<file path="src/rtl/memory_arbiter_pkg.sv">
// memory_arbiter_pkg: shared state encoding and port indices for the memory arbiter
package memory_arbiter_pkg;
  typedef enum logic [1:0] {IDLE = 2'd0, BUSY = 2'd1, DONE = 2'd2} state_t;
  localparam logic PORT0 = 1'b0;
  localparam logic PORT1 = 1'b1;
endpackage

</file>
<file path="src/rtl/memory_arbiter_rr.sv">
// rr_arbiter2: combinational two-requester round-robin pick
module rr_arbiter2
  import memory_arbiter_pkg::*;
(
  input  logic [1:0] i_req,
  input  logic       i_last,
  output logic       o_grant,
  output logic       o_valid
);
  // on a tie the port not granted last wins, otherwise the sole requester
  always_comb begin
    o_valid = |i_req;
    o_grant = &i_req ? (i_last == PORT1 ? PORT0 : PORT1) : i_req[1];
  end
endmodule

</file>
<file path="src/rtl/memory_arbiter.sv">
// memory_arbiter: serialises two requesters onto one memory port with round-robin fairness
module memory_arbiter
  import memory_arbiter_pkg::*;
#(
  parameter int SETTLE = 3
) (
  input  logic        i_clk,
  input  logic        i_rst,
  input  logic        i_p0_req,
  input  logic [31:0] i_p0_addr,
  input  logic [31:0] i_p0_wdata,
  input  logic        i_p0_rw,
  output logic [31:0] o_p0_rdata,
  output logic        o_p0_ack,
  input  logic        i_p1_req,
  input  logic [31:0] i_p1_addr,
  input  logic [31:0] i_p1_wdata,
  input  logic        i_p1_rw,
  output logic [31:0] o_p1_rdata,
  output logic        o_p1_ack,
  output logic [31:0] o_mem_address,
  output logic [31:0] o_mem_wdata,
  output logic        o_mem_rw,
  input  logic [31:0] i_mem_rdata,
  input  logic        i_mem_pending
);
  localparam int CW = $clog2(SETTLE + 1);
  state_t        r_state;
  logic [CW-1:0] r_cnt;
  logic          r_win;
  logic          r_last;
  logic          w_grant;
  logic          w_valid;
  rr_arbiter2 u_rr (
    .i_req  ({i_p1_req, i_p0_req}),
    .i_last (r_last),
    .o_grant(w_grant),
    .o_valid(w_valid)
  );
  // grant in IDLE, hold the command until SETTLE quiet cycles, then acknowledge for one cycle
  always_ff @(posedge i_clk or posedge i_rst) begin
    if (i_rst) begin
      r_state       <= IDLE;
      r_cnt         <= '0;
      r_win         <= PORT0;
      r_last        <= PORT1;
      o_p0_rdata    <= '0;
      o_p1_rdata    <= '0;
      o_p0_ack      <= 1'b0;
      o_p1_ack      <= 1'b0;
      o_mem_address <= '0;
      o_mem_wdata   <= '0;
      o_mem_rw      <= 1'b0;
    end else begin
      case (r_state)
        IDLE: if (w_valid) begin
          r_win         <= w_grant;
          o_mem_address <= w_grant ? i_p1_addr : i_p0_addr;
          o_mem_wdata   <= w_grant ? i_p1_wdata : i_p0_wdata;
          o_mem_rw      <= w_grant ? i_p1_rw : i_p0_rw;
          r_cnt         <= '0;
          r_state       <= BUSY;
        end
        BUSY: if (i_mem_pending) begin
          r_cnt <= '0;
        end else if (r_cnt == CW'(SETTLE - 1)) begin
          if (!o_mem_rw && r_win) o_p1_rdata <= i_mem_rdata;
          if (!o_mem_rw && !r_win) o_p0_rdata <= i_mem_rdata;
          o_p0_ack <= !r_win;
          o_p1_ack <= r_win;
          o_mem_rw <= 1'b0;
          r_last   <= r_win;
          r_state  <= DONE;
        end else begin
          r_cnt <= r_cnt + 1'b1;
        end
        default: begin
          o_p0_ack <= 1'b0;
          o_p1_ack <= 1'b0;
          r_state  <= IDLE;
        end
      endcase
    end
  end
endmodule

</file>
<file path="config.mk">
export PLATFORM = sky130hd
export DESIGN_NAME = memory_arbiter
export DESIGN_NICKNAME = d
export VERILOG_FILES = /design/src/rtl/memory_arbiter_pkg.sv /design/src/rtl/memory_arbiter_rr.sv /design/src/rtl/memory_arbiter.sv
export SDC_FILE = /design/constraint.sdc
export NUM_CORES = 1
export LEC_CHECK = 0
export ABC_CLOCK_PERIOD_IN_PS = 3500
export CAP_MARGIN = 5
export CELL_PAD_IN_SITES_DETAIL_PLACEMENT = 1
export CELL_PAD_IN_SITES_GLOBAL_PLACEMENT = 2
export CORE_MARGIN = 4
export CORE_UTILIZATION = 36
export CTS_BUF_LIST = sky130_fd_sc_hd__clkbuf_4 sky130_fd_sc_hd__clkbuf_8
export DETAILED_ROUTE_END_ITERATION = 8
export DONT_BUFFER_PORTS = 1
export PLACE_DENSITY_LB_ADDON = 0.1
export SYNTH_ARGS = -nofsm -noshare
export SYNTH_HDL_FRONTEND = slang
export SYNTH_HIERARCHICAL = 1
export SYNTH_SLANG_ARGS = --single-unit
</file>
<file path="constraint.sdc">
create_clock -name i_clk -period 3.5 [get_ports i_clk]
set_input_delay 0.175 -clock i_clk [delete_from_list [all_inputs] [get_ports i_clk]]
set_output_delay 0.175 -clock i_clk [all_outputs]
set_load 0.01 [all_outputs]
</file>
==> impl_metrics.yaml, run 1 <==
status:
  status: "did not finish"
  stop_stage: "clock tree synthesis"
  first-error: "[ERROR RSZ-0060] Max buffer count reached."
die:
  rows: 47
  start_util_pct: 36.5
  die_h_um: 137
  die_w_um: 137
  io_pins: 298
yosys:
  synth_top_area_cell: "dfrtp_1"
  yosys-top-cells-area: "dfrtp_1 (56%), mux2_4 (15%), mux2i_1 (11%), a21oi_1 (5.3%), nor2_1 (4.2%)"
  synth_ff_type: "dfrtp_1"
  netlist_area_sq_mm: 0.00603
  yosys-top-cells-count: "dfrtp_1 (136), nor2_1 (68), mux2i_1 (66)"
  synthMostInstantiatedCell: "dfrtp_1"
  async_flop_share_pct: 100
  synth_top_area_share_pct: 56.4
  synth_cell_types: 24
  ys_ff_latch: 137
  ys_seq_area_share_pct: 56.9
  yosys_warnings: 6
  syn_avg_cell_area_sq_um: 13.3
  synth_edf_count: 0
  synth_nets: 621
  syn_inst: 453
clock_tree:
  cts_hold_buf: 138
  cts_buffers: 17
  cts-root-buf: "clkbuf_8"
  cts_setup_buffers: 0
  cts_resized: 0
  clock-sinks: 137
  ctsHtreeMaxLevel: 4
  clock_path_buffers: 2
place:
  dp_hpwl_mm: 11.1
  numPortBuffers: 0
  gp_congestion: 0.709
kinds of logic after synthesis:
logic type,Yosys count,synth area share (%)
simple gates,79,5.73
compound gates,69,5.85
flops,137,56.9
buf+inv,34,4.13
fa+ha+maj,1,0.207
mux,133,27.2
stage by stage:
step / area (sq um) / utilization (%) / worst slack (ns) / cells
detailed placement: 6170 / 37.4 / 1.18 / 649
global placement: 6170 / 37.4 / 1.23 / 649
floorplan: 6030 / - / 1.62 / 453
==> run 2, diff against run 1 <==
Settings changed: ABC_CLOCK_PERIOD_IN_PS 3500 to 4500, CELL_PAD_IN_SITES_DETAIL_PLACEMENT 1 to not set, CELL_PAD_IN_SITES_GLOBAL_PLACEMENT 2 to not set, CORE_UTILIZATION 36 to 40, CTS_BUF_LIST sky130_fd_sc_hd__clkbuf_4 sky130_fd_sc_hd__clkbuf_8 to not set, PLACE_DENSITY_LB_ADDON 0.1 to 0.15.
Clock period 3.5 ns to 4.5 ns, I/O delays scaled along.
==> run 2 against run 1 <==
Synthesized cell count unchanged. The flow now finishes without violations. Synthesized area unchanged.
==> impl_metrics.yaml, run 2 <==
worst_setup_path:
  arrival_ns: 2.61
  crit_fanout: 32
  critPathSlowestCell: "or3_2"
  critical_path.endpoint_type: "register"
  critPathRequiredTime_ns: 4.79
  cp-start-kind: "register"
  crit_type: "reg2reg"
  path_cells: "inv_1 > ha_1 > nand4bb_4 > or3_2 > mux2_4"
  max_stage_delay_ns: 0.89
place:
  place_ws_ns: 2.18
  gp_congestion: 0.744
  dp_hpwl_mm: 10.2
  numPortBuffers: 0
die:
  die-area_sq_mm: 0.0171
  io_pins: 298
  start_util_pct: 41.2
  core_area_sq_mm: 0.0146
  die_w_um: 131
  die_h_um: 131
  rows: 44
sta:
  setup_slack_ns: 2.18
  rsz0062_at_grt: "false"
  min_period_over_period_pct: 51.5
  worst_clock_skew_ns: 0.00930
  fin_crit_ns: 2.32
  drv_slew: 0
  slew_headroom_pct: 24.2
  worst_pin_slew_ns: 1.13
  final_hold_viol_count: 0
  setup_tns_ns: 0
  max_freq_mhz: 431
  setup_violations: 0
drt:
  wl_mm: 14.3
  viasPerCell: 5.25
  num_vias: 3557
  drc: 0
  drt_iter0_markers: 111
  drt_pass1_iterations: 4
  wl_per_cell_um: 21.1
  antenna_left: 0
yosys:
  syn_inst: 453
  async_flop_share_pct: 100
  synth_top_area_cell: "dfrtp_1"
  synth_edf_count: 0
  synth_cell_types: 24
  synth_top_area_share_pct: 56.4
  synth_ff_type: "dfrtp_1"
  yosys_warnings: 6
  yosys-top-cells-area: "dfrtp_1 (56%), mux2_4 (15%), mux2i_1 (11%), a21oi_1 (5.3%), nor2_1 (4.2%)"
  ys_ff_latch: 137
  syn_avg_cell_area_sq_um: 13.3
  synthMostInstantiatedCell: "dfrtp_1"
  yosys-top-cells-count: "dfrtp_1 (136), nor2_1 (68), mux2i_1 (66)"
  synth_nets: 621
  netlist_area_sq_mm: 0.00603
  ys_seq_area_share_pct: 56.9
worst_hold_path:
  hold_class: "in2reg"
cells_and_area:
  area_delta_synth_final_pct: 16.0
  drive_above_1_share_pct: 22.3
  fill_cells: 1306
  final_common_cell: "dfrtp_1"
  diodes: 0
  final_cell_mix: "dfrtp_1 (136), nor2_1 (68), mux2i_1 (66)"
  multi_input_area_sq_mm: 0.00237
  nNetsFinal: 648
  register_area_sq_mm: 0.00343
power:
  power_density_mw_per_mm2: 713
  p_int_mw: 3.25
  combPwrFrac_pct: 22.7
  pwr-share-seq_pct: 51.1
  p_sw_share_pct: 34.8
  p_sw_mw: 1.74
  p_leak_nw: 3.34
  ir_worst_vdd_mv: 0.267
  p_clk_share_pct: 26.3
clock_tree:
  cts-root-buf: "clkbuf_16"
  clock-sinks: 137
  tritoncts: "built"
  clkLatencyLatePin_ns: 0.41
  cts_buffers: 17
  clk_pin_slew_ns: 0.06
  ctsHtreeMaxLevel: 4
  clock_path_buffers: 2
  cts_setup_buffers: 0
global_route:
  antenna_found_initial: 0
  grt_use_total_pct: 15.7
  grt_max_degree: 92
  grt_pass1_wl_mm: 20.3
  grt_overflow_total: 0
  first_global_vias: 3694
run:
  cap_violations: 0
status:
  status: "complete, no violations"
==> run 2: cell counts after synthesis <==
No cell type changed its count.
==> run 2: final timing paths <==
kind                            slack, ns                 start  cells after the start                           to
worst max-delay path                 2.18  r_cnt[0]$_DFFE_PP0P_                      5   o_p0_rdata[16]$_DFFE_PP0P_
worst min-delay path                 0.03        i_p0_wdata[20]                      2  o_mem_wdata[20]$_DFFE_PP0P_
worst max register to register       2.18  r_cnt[0]$_DFFE_PP0P_                      5   o_p0_rdata[16]$_DFFE_PP0P_
worst min register to register       0.52    r_last$_DFFE_PP1P_                      2           r_last$_DFFE_PP1P_
max in group asynchronous            2.89                 i_rst                      3    o_p1_rdata[9]$_DFFE_PP0P_
min in group asynchronous            0.46                 i_rst                      2    o_p0_rdata[6]$_DFFE_PP0P_
==> run 2: critical path, delay by kind of cell (launching register included) <==
family	cells	cell delay, ns
simple gates	2	1.03
mux	1	0.46
flops	1	0.39
fa+ha+maj	1	0.21
buf+inv	1	0.07
==> run 2: power by group through the flow <==
stage	clock network (mW)	registers, mW	logic [mW]
after global routing	1.41	2.61	1.28
after floorplan	0	2.37	0.999
after detailed placement	0	2.57	1.12
final	1.31	2.55	1.13
after global placement	0	2.58	1.07
after CTS	1.35	2.56	1.15
==> run 2: per-stage QoR <==
step	utilization (%)	hold WS, ns	instances	area [sq um]	total power [mW]
floorplan	-	0.374	453	6030	3.37
global placement	41.6	0.306	612	6100	3.65
detailed placement	41.6	0.317	612	6100	3.69
CTS	47.8	0.00418	677	6990	5.06
global route	47.8	0.0254	677	6990	5.30
finish	47.8	0.0254	677	6990	4.99
==> run 2: what timing repair did <==
action / CTS / global route
hold buffers: 33 / 0
endpoints found under the hold margin: 153 / 0
resized for setup: 0 / 0
==> run 2: metal layers <==
| metal | GRT usage [%] | part of all wire, % | up-vias |
|---|---|---|---|
| met1 | 18.8 | 39 | 1732 |
| met3 | 6.46 | 10 | 16 |
| met5 | 0 | 0 | - |
| li1 | - | - | 1626 |
| met4 | 6.05 | 1.4 | 0 |
| met2 | 25.2 | 49 | 183 |
==> run 2: final cells by class <==
| cell class | count | area share (%) |
|---|---|---|
| clock inverter | 11 | 1.38 |
| multi-input combinational | 282 | 33.9 |
| clock buffer | 21 | 6.73 |
| tap | 184 | 3.29 |
| timing repair buffer | 37 | 5.33 |
| sequential | 137 | 49.0 |
| inverter | 5 | 0.340 |
==> run 2: cell families after synthesis <==
family          after synthesis  synth area share, %
compound gates               69                 5.85
fa+ha+maj                     1                0.207
buf+inv                      34                 4.13
flops                       137                 56.9
mux                         133                 27.2
simple gates                 79                 5.73
Note: power is estimated with default switching activity, not from simulation.
